File: src/rtl/sha256_nonce_scheduler.sv
// Nonce search sequencer for an external SHA-256 compression core.
// Walks nonce_start..nonce_end (inclusive, wrapping mod 2^32), hashing each
// header tail through the core and stopping on the first hash <= target.
// Optional build macro: DOUBLE_HASH_EN adds the second SHA-256 pass
// (P2_START/P2_WAIT). Without it the pass-1 digest is compared directly.
module sha256_nonce_scheduler #(
    parameter int CORE_LATENCY = 65
) (
    input  logic         clk,
    input  logic         reset_n,
    input  logic         go,
    input  logic         abort,
    input  logic [255:0] midstate,
    input  logic [95:0]  tail,
    input  logic [255:0] target,
    input  logic [31:0]  nonce_start,
    input  logic [31:0]  nonce_end,
    output logic         busy,
    output logic         done,
    output logic         found,
    output logic [31:0]  nonce_out,
    output logic [255:0] hash_out,
    output logic [255:0] core_init,
    output logic [511:0] core_value,
    output logic         core_start,
    input  logic [255:0] core_result
);

    localparam int CW = (CORE_LATENCY > 2) ? $clog2(CORE_LATENCY) : 1;
    // Loaded in the start cycle; core_result is captured when the count hits zero,
    // which is exactly CORE_LATENCY cycles after the start cycle.
    localparam logic [CW-1:0] WAIT_LOAD = CW'(CORE_LATENCY - 1);

`ifdef DOUBLE_HASH_EN
    localparam logic [255:0] SHA_IV =
        256'h6a09e667_bb67ae85_3c6ef372_a54ff53a_510e527f_9b05688c_1f83d9ab_5be0cd19;
`endif

    typedef enum logic [2:0] {
        IDLE, P1_START, P1_WAIT, P2_START, P2_WAIT, CHECK
    } state_e;

    // Second header block: words 16-18, nonce, pad bit, zero fill and the
    // 64-bit bit length (640) closing out exactly 512 bits.
    function automatic logic [511:0] p1_block(input logic [95:0] t, input logic [31:0] n);
        return {t, n, 32'h80000000, 288'h0, 64'd640};
    endfunction

    state_e         state_q, state_d;
    logic [CW-1:0]  cnt_q, cnt_d;
    logic [31:0]    nonce_q, nonce_d;
    logic [31:0]    end_q, end_d;
    logic [255:0]   mid_q, mid_d;
    logic [95:0]    tail_q, tail_d;
    logic [255:0]   target_q, target_d;
    logic [255:0]   res_q, res_d;
    logic [255:0]   cinit_q, cinit_d;
    logic [511:0]   cval_q, cval_d;
    logic [31:0]    nout_q, nout_d;
    logic [255:0]   hout_q, hout_d;
    logic           done_q, done_d;
    logic           found_q, found_d;
    logic [31:0]    nonce_inc;

    assign nonce_inc  = nonce_q + 32'd1;
    assign busy       = (state_q != IDLE);
    assign core_start = (state_q == P1_START) || (state_q == P2_START);
    assign done       = done_q;
    assign found      = found_q;
    assign nonce_out  = nout_q;
    assign hash_out   = hout_q;
    assign core_init  = cinit_q;
    assign core_value = cval_q;

    // Next-state and datapath: abort wins in every state, including over go in IDLE.
    always_comb begin
        state_d  = state_q;
        cnt_d    = cnt_q;
        nonce_d  = nonce_q;
        end_d    = end_q;
        mid_d    = mid_q;
        tail_d   = tail_q;
        target_d = target_q;
        res_d    = res_q;
        cinit_d  = cinit_q;
        cval_d   = cval_q;
        nout_d   = nout_q;
        hout_d   = hout_q;
        done_d   = 1'b0;
        found_d  = found_q;
        if (abort) begin
            state_d = IDLE;
        end else begin
            case (state_q)
                IDLE: begin
                    if (go) begin
                        mid_d    = midstate;
                        tail_d   = tail;
                        target_d = target;
                        end_d    = nonce_end;
                        nonce_d  = nonce_start;
                        cinit_d  = midstate;
                        cval_d   = p1_block(tail, nonce_start);
                        state_d  = P1_START;
                    end
                end
                P1_START: begin
                    cnt_d   = WAIT_LOAD;
                    state_d = P1_WAIT;
                end
                P1_WAIT: begin
                    if (cnt_q == '0) begin
`ifdef DOUBLE_HASH_EN
                        cinit_d = SHA_IV;
                        cval_d  = {core_result, 32'h80000000, 160'h0, 64'd256};
                        state_d = P2_START;
`else
                        res_d   = core_result;
                        state_d = CHECK;
`endif
                    end else begin
                        cnt_d = cnt_q - 1'b1;
                    end
                end
`ifdef DOUBLE_HASH_EN
                P2_START: begin
                    cnt_d   = WAIT_LOAD;
                    state_d = P2_WAIT;
                end
                P2_WAIT: begin
                    if (cnt_q == '0) begin
                        res_d   = core_result;
                        state_d = CHECK;
                    end else begin
                        cnt_d = cnt_q - 1'b1;
                    end
                end
`endif
                CHECK: begin
                    if (res_q <= target_q) begin
                        nout_d  = nonce_q;
                        hout_d  = res_q;
                        done_d  = 1'b1;
                        found_d = 1'b1;
                        state_d = IDLE;
                    end else if (nonce_q == end_q) begin
                        nout_d  = nonce_q;
                        hout_d  = res_q;
                        done_d  = 1'b1;
                        found_d = 1'b0;
                        state_d = IDLE;
                    end else begin
                        nonce_d = nonce_inc;
                        cinit_d = mid_q;
                        cval_d  = p1_block(tail_q, nonce_inc);
                        state_d = P1_START;
                    end
                end
                default: state_d = IDLE;
            endcase
        end
    end

    // State and datapath registers; reset clears everything and kills any search.
    always_ff @(posedge clk or negedge reset_n) begin
        if (!reset_n) begin
            state_q  <= IDLE;
            cnt_q    <= '0;
            nonce_q  <= '0;
            end_q    <= '0;
            mid_q    <= '0;
            tail_q   <= '0;
            target_q <= '0;
            res_q    <= '0;
            cinit_q  <= '0;
            cval_q   <= '0;
            nout_q   <= '0;
            hout_q   <= '0;
            done_q   <= 1'b0;
            found_q  <= 1'b0;
        end else begin
            state_q  <= state_d;
            cnt_q    <= cnt_d;
            nonce_q  <= nonce_d;
            end_q    <= end_d;
            mid_q    <= mid_d;
            tail_q   <= tail_d;
            target_q <= target_d;
            res_q    <= res_d;
            cinit_q  <= cinit_d;
            cval_q   <= cval_d;
            nout_q   <= nout_d;
            hout_q   <= hout_d;
            done_q   <= done_d;
            found_q  <= found_d;
        end
    end

endmodule

File: config.mk
export PLATFORM = sky130hd
export DESIGN_NAME = sha256_nonce_scheduler
export DESIGN_NICKNAME = d
export VERILOG_FILES = /design/src/rtl/sha256_nonce_scheduler.sv
export SDC_FILE = /design/constraint.sdc
export NUM_CORES = 2
export LEC_CHECK = 0
export BUFFER_PORTS_ARGS = -buffer_cell sky130_fd_sc_hd__buf_2
export CAP_MARGIN = 15
export CORE_AREA = 2 2 779 781
export CTS_BUF_LIST = sky130_fd_sc_hd__clkbuf_8
export DETAILED_ROUTE_END_ITERATION = 8
export DIE_AREA = 0 0 781 783
export PLACE_DENSITY_LB_ADDON = 0.12
export SYNTH_ARGS = -nofsm -noshare
export SYNTH_HDL_FRONTEND = slang
export SYNTH_SLANG_ARGS = --single-unit
File: constraint.sdc
create_clock -name clk -period 8.2 [get_ports clk]
set_clock_uncertainty 0.15 [all_clocks]
set_input_delay 1.64 -clock clk [delete_from_list [all_inputs] [get_ports clk]]
set_output_delay 1.64 -clock clk [all_outputs]
set_load 0.02 [all_outputs]
======== After elaboration in Yosys (flattened, before gate mapping) ========
Index checks and enable logic that the tools add are counted.
word-level totals
  register bits after elaboration ......... 1996
  latch bits .............................. 0
  bits in writable memories ............... 0
  ROM bits ................................ 0
  bits of input ports ..................... 932
  output and inout bits ................... 1060
  logic and storage cells ................. 72
  memories kept ........................... 0
operators by class
  add/subtract/negate cells ............... 2
  multiply operators ...................... 0
  divide/modulo/power cells ............... 0
  magnitude comparators ................... 1
  equality and inequality tests ........... 11
  shifts and indexed selects .............. 0
  multiplexer cells ....................... 30
  bitwise operators ....................... 1
  reduce and logical (&&, ||, !) cells .... 13
operators with widths
  cell                                                                 number
  512-bit two-way mux                                                  3
  256-bit two-way mux                                                  5
  512-bit one-hot mux with 2 select lines                              1
  256-bit one-hot mux with 2 select lines                              1
  256-bit <= comparator                                                1
  32-bit two-way mux                                                   5
  32-bit one-hot mux with 2 select lines                               1
  32-bit by 1-bit adder with 32-bit output (second input constant)     1
  32-bit == test                                                       1
  7-bit one-hot mux with 2 select lines                                1
  3-bit one-hot mux with 4 select lines                                1
  3-bit AND reduction                                                  4
  3-bit two-way mux                                                    3
  1-bit two-way mux                                                    8
  2-bit inequality test (second input constant)                        4
  7-bit zero test                                                      1
  7-bit two-way mux                                                    1
  7-bit by 1-bit subtractor with 7-bit output (second input constant)  1
  3-bit by 2-bit == test with 1-bit output (second input constant)     2
  3-bit inequality test (second input constant)                        2
  2-bit nonzero test                                                   3
  5-bit AND reduction                                                  1
  3-bit by 1-bit == test with 1-bit output (second input constant)     1
  3-bit == test (second input constant)                                1
  other kinds (5)                                                      5

======== Longest topological paths before layout ========
  depth after elaboration ................. 5
  depth in mapped cells ................... 15
  mapped depth without buffers ............ 12

======== Least setup slack after synthesis ========
OpenSTA, ideal clock, no wires.
  path type ............................... input to register
  from .................................... input port abort
  to ...................................... register res_q[238]
  library setup time ...................... 125 ps
  arrival ................................. 3311 ps
  required time ........................... 7925 ps
  path slack .............................. 4615 ps
  cell stages on the path ................. 6
  path buffers ............................ 3
  path through ............................ nor4b_1 -> and2_1 -> clkbuf_1 -> buf_1 -> clkbuf_1 -> mux2_2
on the way
  longest elaborated chain between the ends .. 2
ends and longest elaborated chain
  item                                  line  text
  from (decl)                           12    input logic abort,
  1-bit inverter (no source line)       -
  3-bit AND reduction (no source line)  -
  to (signal assigned)                  189   res_q <= res_d;
  to (decl)                             56    logic [255:0] res_q, res_d;
No other way between the ends.
A chain may end at the register's enable or synchronous reset.

======== Worst setup path in the final report ========
  from .................................... register res_q[255]
  to ...................................... register cinit_q[133] (netlist: core_init[133])
on the way
  longest elaborated chain between the ends .. 3
ends and longest elaborated chain
  item                                    line  text
  256-bit <= comparator                   140   if (res_q <= target_q) begin
  2-bit inequality test (no source line)  -
  5-bit AND reduction (no source line)    -
  to (signal assigned)                    190   cinit_q <= cinit_d;
  to (decl)                               57    logic [255:0] cinit_q, cinit_d;
No other way between the ends.

==> impl_metrics.xml <==
<?xml version="1.0" encoding="UTF-8"?>
<metrics>
  <group name="synthesis">
    <metric name="synth_async_sr_flop_share" unit="%">100</metric>
    <metric name="synth_simple_gate_area_share" unit="%">12.1</metric>
    <metric name="synth_area" unit="sq um">71000</metric>
    <metric name="ys_seq_area_share" unit="%">55.8</metric>
    <metric name="synthMuxAreaShare" unit="%">9.69</metric>
    <metric name="synth.distinct_cells" unit="">76</metric>
    <metric name="synth_top_flop_cell" unit="">sky130_fd_sc_hd__dfrtp_1</metric>
    <metric name="compound_cell_area_share_of_the_yosys_netlist" unit="%">9.34</metric>
    <metric name="combinational_family_with_the_most_area_after_synthesis" unit="">simple AND/OR/NAND/NOR gates</metric>
    <metric name="synthesis.instances" unit="">6792</metric>
    <metric name="synth_edf_count" unit="">0</metric>
    <metric name="post_synth_xor_area_fraction" unit="%">0.457</metric>
    <metric name="ys_warn_count" unit="">0</metric>
    <metric name="syn_avg_cell_area" unit="sq um">10.4</metric>
    <metric name="synth_fa_ha_area_share" unit="%">4.57</metric>
    <metric name="ys_ff_latch" unit="">1581</metric>
  </group>
  <group name="global_routing">
    <metric name="grt_use_met1" unit="%">14.7</metric>
    <metric name="grt.met3_usage" unit="%">4.27</metric>
    <metric name="grt_pass1_wl" unit="um">534000</metric>
    <metric name="gr-max-usage-layer" unit="">met2</metric>
    <metric name="grt_start_max_net_pins" unit="">173</metric>
    <metric name="grt_util_all_layers" unit="%">12.5</metric>
    <metric name="grt_antenna_before_repair" unit="">353</metric>
    <metric name="use_met2" unit="%">22.1</metric>
    <metric name="grt.overflow.total" unit="">0</metric>
    <metric name="first_global_vias" unit="">59200</metric>
  </group>
  <group name="place">
    <metric name="place_hpwl" unit="um">314000</metric>
    <metric name="finalWeightedCongestion" unit="">0.794</metric>
    <metric name="port-buffer-count" unit="">1610</metric>
  </group>
  <group name="floorplanning">
    <metric name="design.core.area" unit="sq um">604000</metric>
    <metric name="floorplan.io_pins" unit="">1992</metric>
    <metric name="placementRows" unit="">286</metric>
    <metric name="die_w" unit="um">781</metric>
    <metric name="initial_core_util" unit="%">11.7</metric>
    <metric name="die_height" unit="um">783</metric>
    <metric name="floorplan.die_area" unit="sq um">612000</metric>
  </group>
  <group name="detailed_routing">
    <metric name="average_wire_per_cell_in_the_routed_design" unit="um">23.6</metric>
    <metric name="final_antenna_net_count" unit="">0</metric>
    <metric name="drt_iter0_markers" unit="">2853</metric>
    <metric name="drt_wl_total" unit="um">399000</metric>
    <metric name="vias" unit="">57000</metric>
    <metric name="drt_drc_violations_left" unit="">0</metric>
    <metric name="drt-pass1-iter-count" unit="">7</metric>
    <metric name="vias_per_cell" unit="">3.37</metric>
  </group>
  <group name="hold_path">
    <metric name="timing.hold.worst_endpoint" unit="">core_init[192]$_DFFE_PN0P_</metric>
    <metric name="min_path_cells" unit="">2</metric>
    <metric name="hold_path.class" unit="">reg -&gt; reg</metric>
    <metric name="hold_path.startpoint" unit="">mid_q[192]$_DFFE_PN0P_</metric>
  </group>
  <group name="worst_setup_path">
    <metric name="timing.rr.start" unit="">res_q[255]$_DFFE_PN0P_</metric>
    <metric name="worst-endpoint-required" unit="ns">9.02</metric>
    <metric name="setup_slack_of_the_worst_register_to_register_path" unit="ns">1.99</metric>
    <metric name="arrival" unit="ns">7.04</metric>
    <metric name="crit_fanout" unit="">49</metric>
    <metric name="worst_setup_path_end_kind" unit="">flip-flop</metric>
    <metric name="cp-start-kind" unit="">flip-flop</metric>
    <metric name="worst_reg2reg_path_endpoint" unit="">core_init[133]$_DFFE_PN0P_</metric>
    <metric name="timing.setup.critical_path_class" unit="">reg -&gt; reg</metric>
    <metric name="r2r_cells" unit="">11</metric>
  </group>
  <group name="run">
    <metric name="timing.max_cap.violations" unit="">0</metric>
  </group>
  <group name="timing">
    <metric name="worst-slew-pin-transition" unit="ns">1.03</metric>
    <metric name="fmax" unit="MHz">161</metric>
    <metric name="finalHoldViolCount" unit="">0</metric>
    <metric name="fin_setup_tns" unit="ns">0</metric>
    <metric name="timing.final.crit_share" unit="%">75.8</metric>
    <metric name="timing_max_transition_violations_final" unit="">0</metric>
    <metric name="setup_violations" unit="">0</metric>
    <metric name="holdWs" unit="ns">0.312</metric>
    <metric name="setup_repair_after_global_routing_missed_its_margin" unit="">no</metric>
    <metric name="maxSlewHeadroom" unit="%">31.6</metric>
    <metric name="final.min_clock_period" unit="ns">6.21</metric>
  </group>
  <group name="cells_and_area">
    <metric name="sequential_cell_area" unit="sq um">39600</metric>
    <metric name="drive_above_1_share" unit="%">30.7</metric>
    <metric name="fin_util" unit="%">15.6</metric>
    <metric name="final.fill_count" unit="">68300</metric>
    <metric name="area_growth" unit="%">32.7</metric>
    <metric name="multi_input_area" unit="sq um">27100</metric>
    <metric name="layout.nets" unit="">9720</metric>
  </group>
  <group name="power">
    <metric name="max-vdd-ir-drop" unit="mV">0.129</metric>
    <metric name="power.share.clock" unit="%">31.6</metric>
    <metric name="power.share.switching" unit="%">39.0</metric>
    <metric name="power.share.combinational" unit="%">28.1</metric>
    <metric name="static-leakage-power" unit="nW">47.7</metric>
    <metric name="netSwitchingPower" unit="mW">11.1</metric>
    <metric name="power.sequential.fraction" unit="%">40.3</metric>
    <metric name="pwr_density_cell" unit="nW/um^2">302</metric>
    <metric name="cell_internal_pwr" unit="mW">17.3</metric>
  </group>
  <group name="clock_network">
    <metric name="clk_transition_reported_paths" unit="ns">0.06</metric>
    <metric name="cts_htree_levels" unit="">5</metric>
    <metric name="latest_clock_arrival_within_the_worst_skew_pair" unit="ns">1.07</metric>
    <metric name="cts_setup_buffers" unit="">0</metric>
    <metric name="clock_tree.root_cell" unit="">sky130_fd_sc_hd__clkbuf_8</metric>
    <metric name="cts_hold_buffers" unit="">0</metric>
    <metric name="tritoncts.num_buffers" unit="">347</metric>
    <metric name="ctsLongestPathBuffers" unit="">4</metric>
    <metric name="cts_tree" unit="">built</metric>
    <metric name="cts.sink_count" unit="">1581</metric>
    <metric name="post_cts_resize_count" unit="">0</metric>
  </group>
  <group name="status">
    <metric name="outcome" unit="">complete, no violations</metric>
  </group>
</metrics>
[worst max path at each step]
stage	from	endpoint	slack [ns]	cells after the start
after floorplan	abort	res_q[238]$_DFFE_PN0P_	4.61	6
final	res_q[255]$_DFFE_PN0P_	core_init[133]$_DFFE_PN0P_	1.99	11
after global routing	res_q[255]$_DFFE_PN0P_	core_value[442]$_DFFE_PN0P_	1.49	14
after detailed placement	res_q[255]$_DFFE_PN0P_	core_value[441]$_DFFE_PN0P_	1.69	14
after global placement	target_q[254]$_DFFE_PN0P_	core_value[443]$_DFFE_PN0P_	1.19	13
after CTS	target_q[254]$_DFFE_PN0P_	core_value[471]$_DFFE_PN0P_	1.68	14
[state kept, by name, summed over array words and instances, names as in the netlist]
signal / count
cnt_q: 7
core_init: 256
core_value: 98
done: 1
end_q: 32
found: 1
hash_out: 256
mid_q: 256
nonce_out: 32
nonce_q: 31
res_q: 256
state_q: 3
tail_q: 96
target_q: 256
[cell usage after synthesis, types with 18 or more instances]
| cell | n | area, sq um |
|---|---|---|
| sky130_fd_sc_hd__inv_1 | 264 | 991 |
| sky130_fd_sc_hd__mux2_1 | 74 | 833 |
| sky130_fd_sc_hd__buf_2 | 65 | 325 |
| sky130_fd_sc_hd__o21ai_1 | 102 | 510 |
| sky130_fd_sc_hd__a21o_1 | 27 | 203 |
| sky130_fd_sc_hd__nand3_1 | 39 | 195 |
| sky130_fd_sc_hd__buf_4 | 396 | 2970 |
| sky130_fd_sc_hd__o21ai_0 | 548 | 2740 |
| sky130_fd_sc_hd__clkbuf_1 | 213 | 800 |
| sky130_fd_sc_hd__a21oi_1 | 464 | 2320 |
| sky130_fd_sc_hd__dfrtp_1 | 1581 | 39600 |
| sky130_fd_sc_hd__nor2_1 | 426 | 1600 |
| sky130_fd_sc_hd__nand4_1 | 67 | 419 |
| sky130_fd_sc_hd__nor3_1 | 18 | 90.1 |
| sky130_fd_sc_hd__and3_1 | 20 | 125 |
| sky130_fd_sc_hd__mux2_2 | 268 | 3020 |
| sky130_fd_sc_hd__buf_12 | 23 | 460 |
| sky130_fd_sc_hd__ha_1 | 259 | 3240 |
| sky130_fd_sc_hd__buf_1 | 20 | 75.1 |
| sky130_fd_sc_hd__mux2_4 | 200 | 3000 |
| sky130_fd_sc_hd__nand2_1 | 1498 | 5620 |
| sky130_fd_sc_hd__xnor2_1 | 34 | 298 |
[logic make-up after synthesis]
group | count (synthesis)
simple gates | 2134
other cells | 1
compound gates | 1245
mux | 544
fa+ha+maj | 259
xor+xnor | 37
flops | 1581
buf+inv | 991
[per-layer routing]
| layer | routed length (um) | vias to the layer above | part of all wire [%] |
|---|---|---|---|
| met4 | 10000 | 156 | 2.5 |
| met5 | 1030 | - | 0.26 |
| li1 | - | 25500 | - |
| met1 | 162000 | 28200 | 40 |
| met2 | 196000 | 2165 | 49 |
| met3 | 30300 | 889 | 7.6 |
[placed cells by master (no fill, tap or decap), types with 200 or more instances in the layout]
master,count
sky130_fd_sc_hd__buf_2,1610
sky130_fd_sc_hd__mux2_2,268
sky130_fd_sc_hd__nand2_1,1496
sky130_fd_sc_hd__mux2_4,200
sky130_fd_sc_hd__dfrtp_1,1581
sky130_fd_sc_hd__inv_1,399
sky130_fd_sc_hd__clkbuf_8,420
sky130_fd_sc_hd__nor2_1,425
sky130_fd_sc_hd__a21oi_1,464
sky130_fd_sc_hd__conb_1,381
sky130_fd_sc_hd__ha_1,259
sky130_fd_sc_hd__o21ai_0,547
[critical path, cell delays in order (launching register included)]
cell	delay [ns]
sky130_fd_sc_hd__dfrtp_1	0.43
sky130_fd_sc_hd__ha_1	0.32
sky130_fd_sc_hd__nand4_1	0.28
sky130_fd_sc_hd__nor4_2	0.80
sky130_fd_sc_hd__nand4_1	0.64
sky130_fd_sc_hd__nor4_4	0.71
sky130_fd_sc_hd__nand4_1	0.82
sky130_fd_sc_hd__and3_1	0.53
sky130_fd_sc_hd__nand2_4	0.35
sky130_fd_sc_hd__buf_4	0.65
sky130_fd_sc_hd__nor2_1	0.11
sky130_fd_sc_hd__a21oi_1	0.15
[power groups by stage]
stage                     Combinational [mW]  Clock, mW  Sequential, mW
after floorplan                         3.74          0            11.8
after global placement                  8.10          0            11.6
after detailed placement                8.18          0            11.6
after CTS                               8.23       9.49            11.5
after global routing                    8.89       9.78            11.7
final                                   7.98       8.98            11.4
[metrics by stage]
stage / power, mW / cells / instance area [sq um] / setup slack [ns]
after global routing: 30.4 / 16900 / 94100 / 1.49
after floorplan: 15.5 / 7172 / 72400 / 4.61
after detailed placement: 19.8 / 16200 / 87200 / 1.69
after global placement: 19.7 / 16200 / 87100 / 1.19
after CTS: 29.2 / 16900 / 94000 / 1.68
final: 28.4 / 16900 / 94200 / 1.99
[area by class of cell]
cell class | instances | area share [%]
sequential | 1581 | 42.0
multi-input combinational | 4600 | 28.8
tap | 8064 | 10.7
timing repair buffer | 1734 | 9.97
clock buffer | 420 | 6.14
clock inverter | 186 | 1.13
inverter | 265 | 1.06
antenna | 65 | 0.173
No activity file was read; power rests on OpenSTA's default activity.
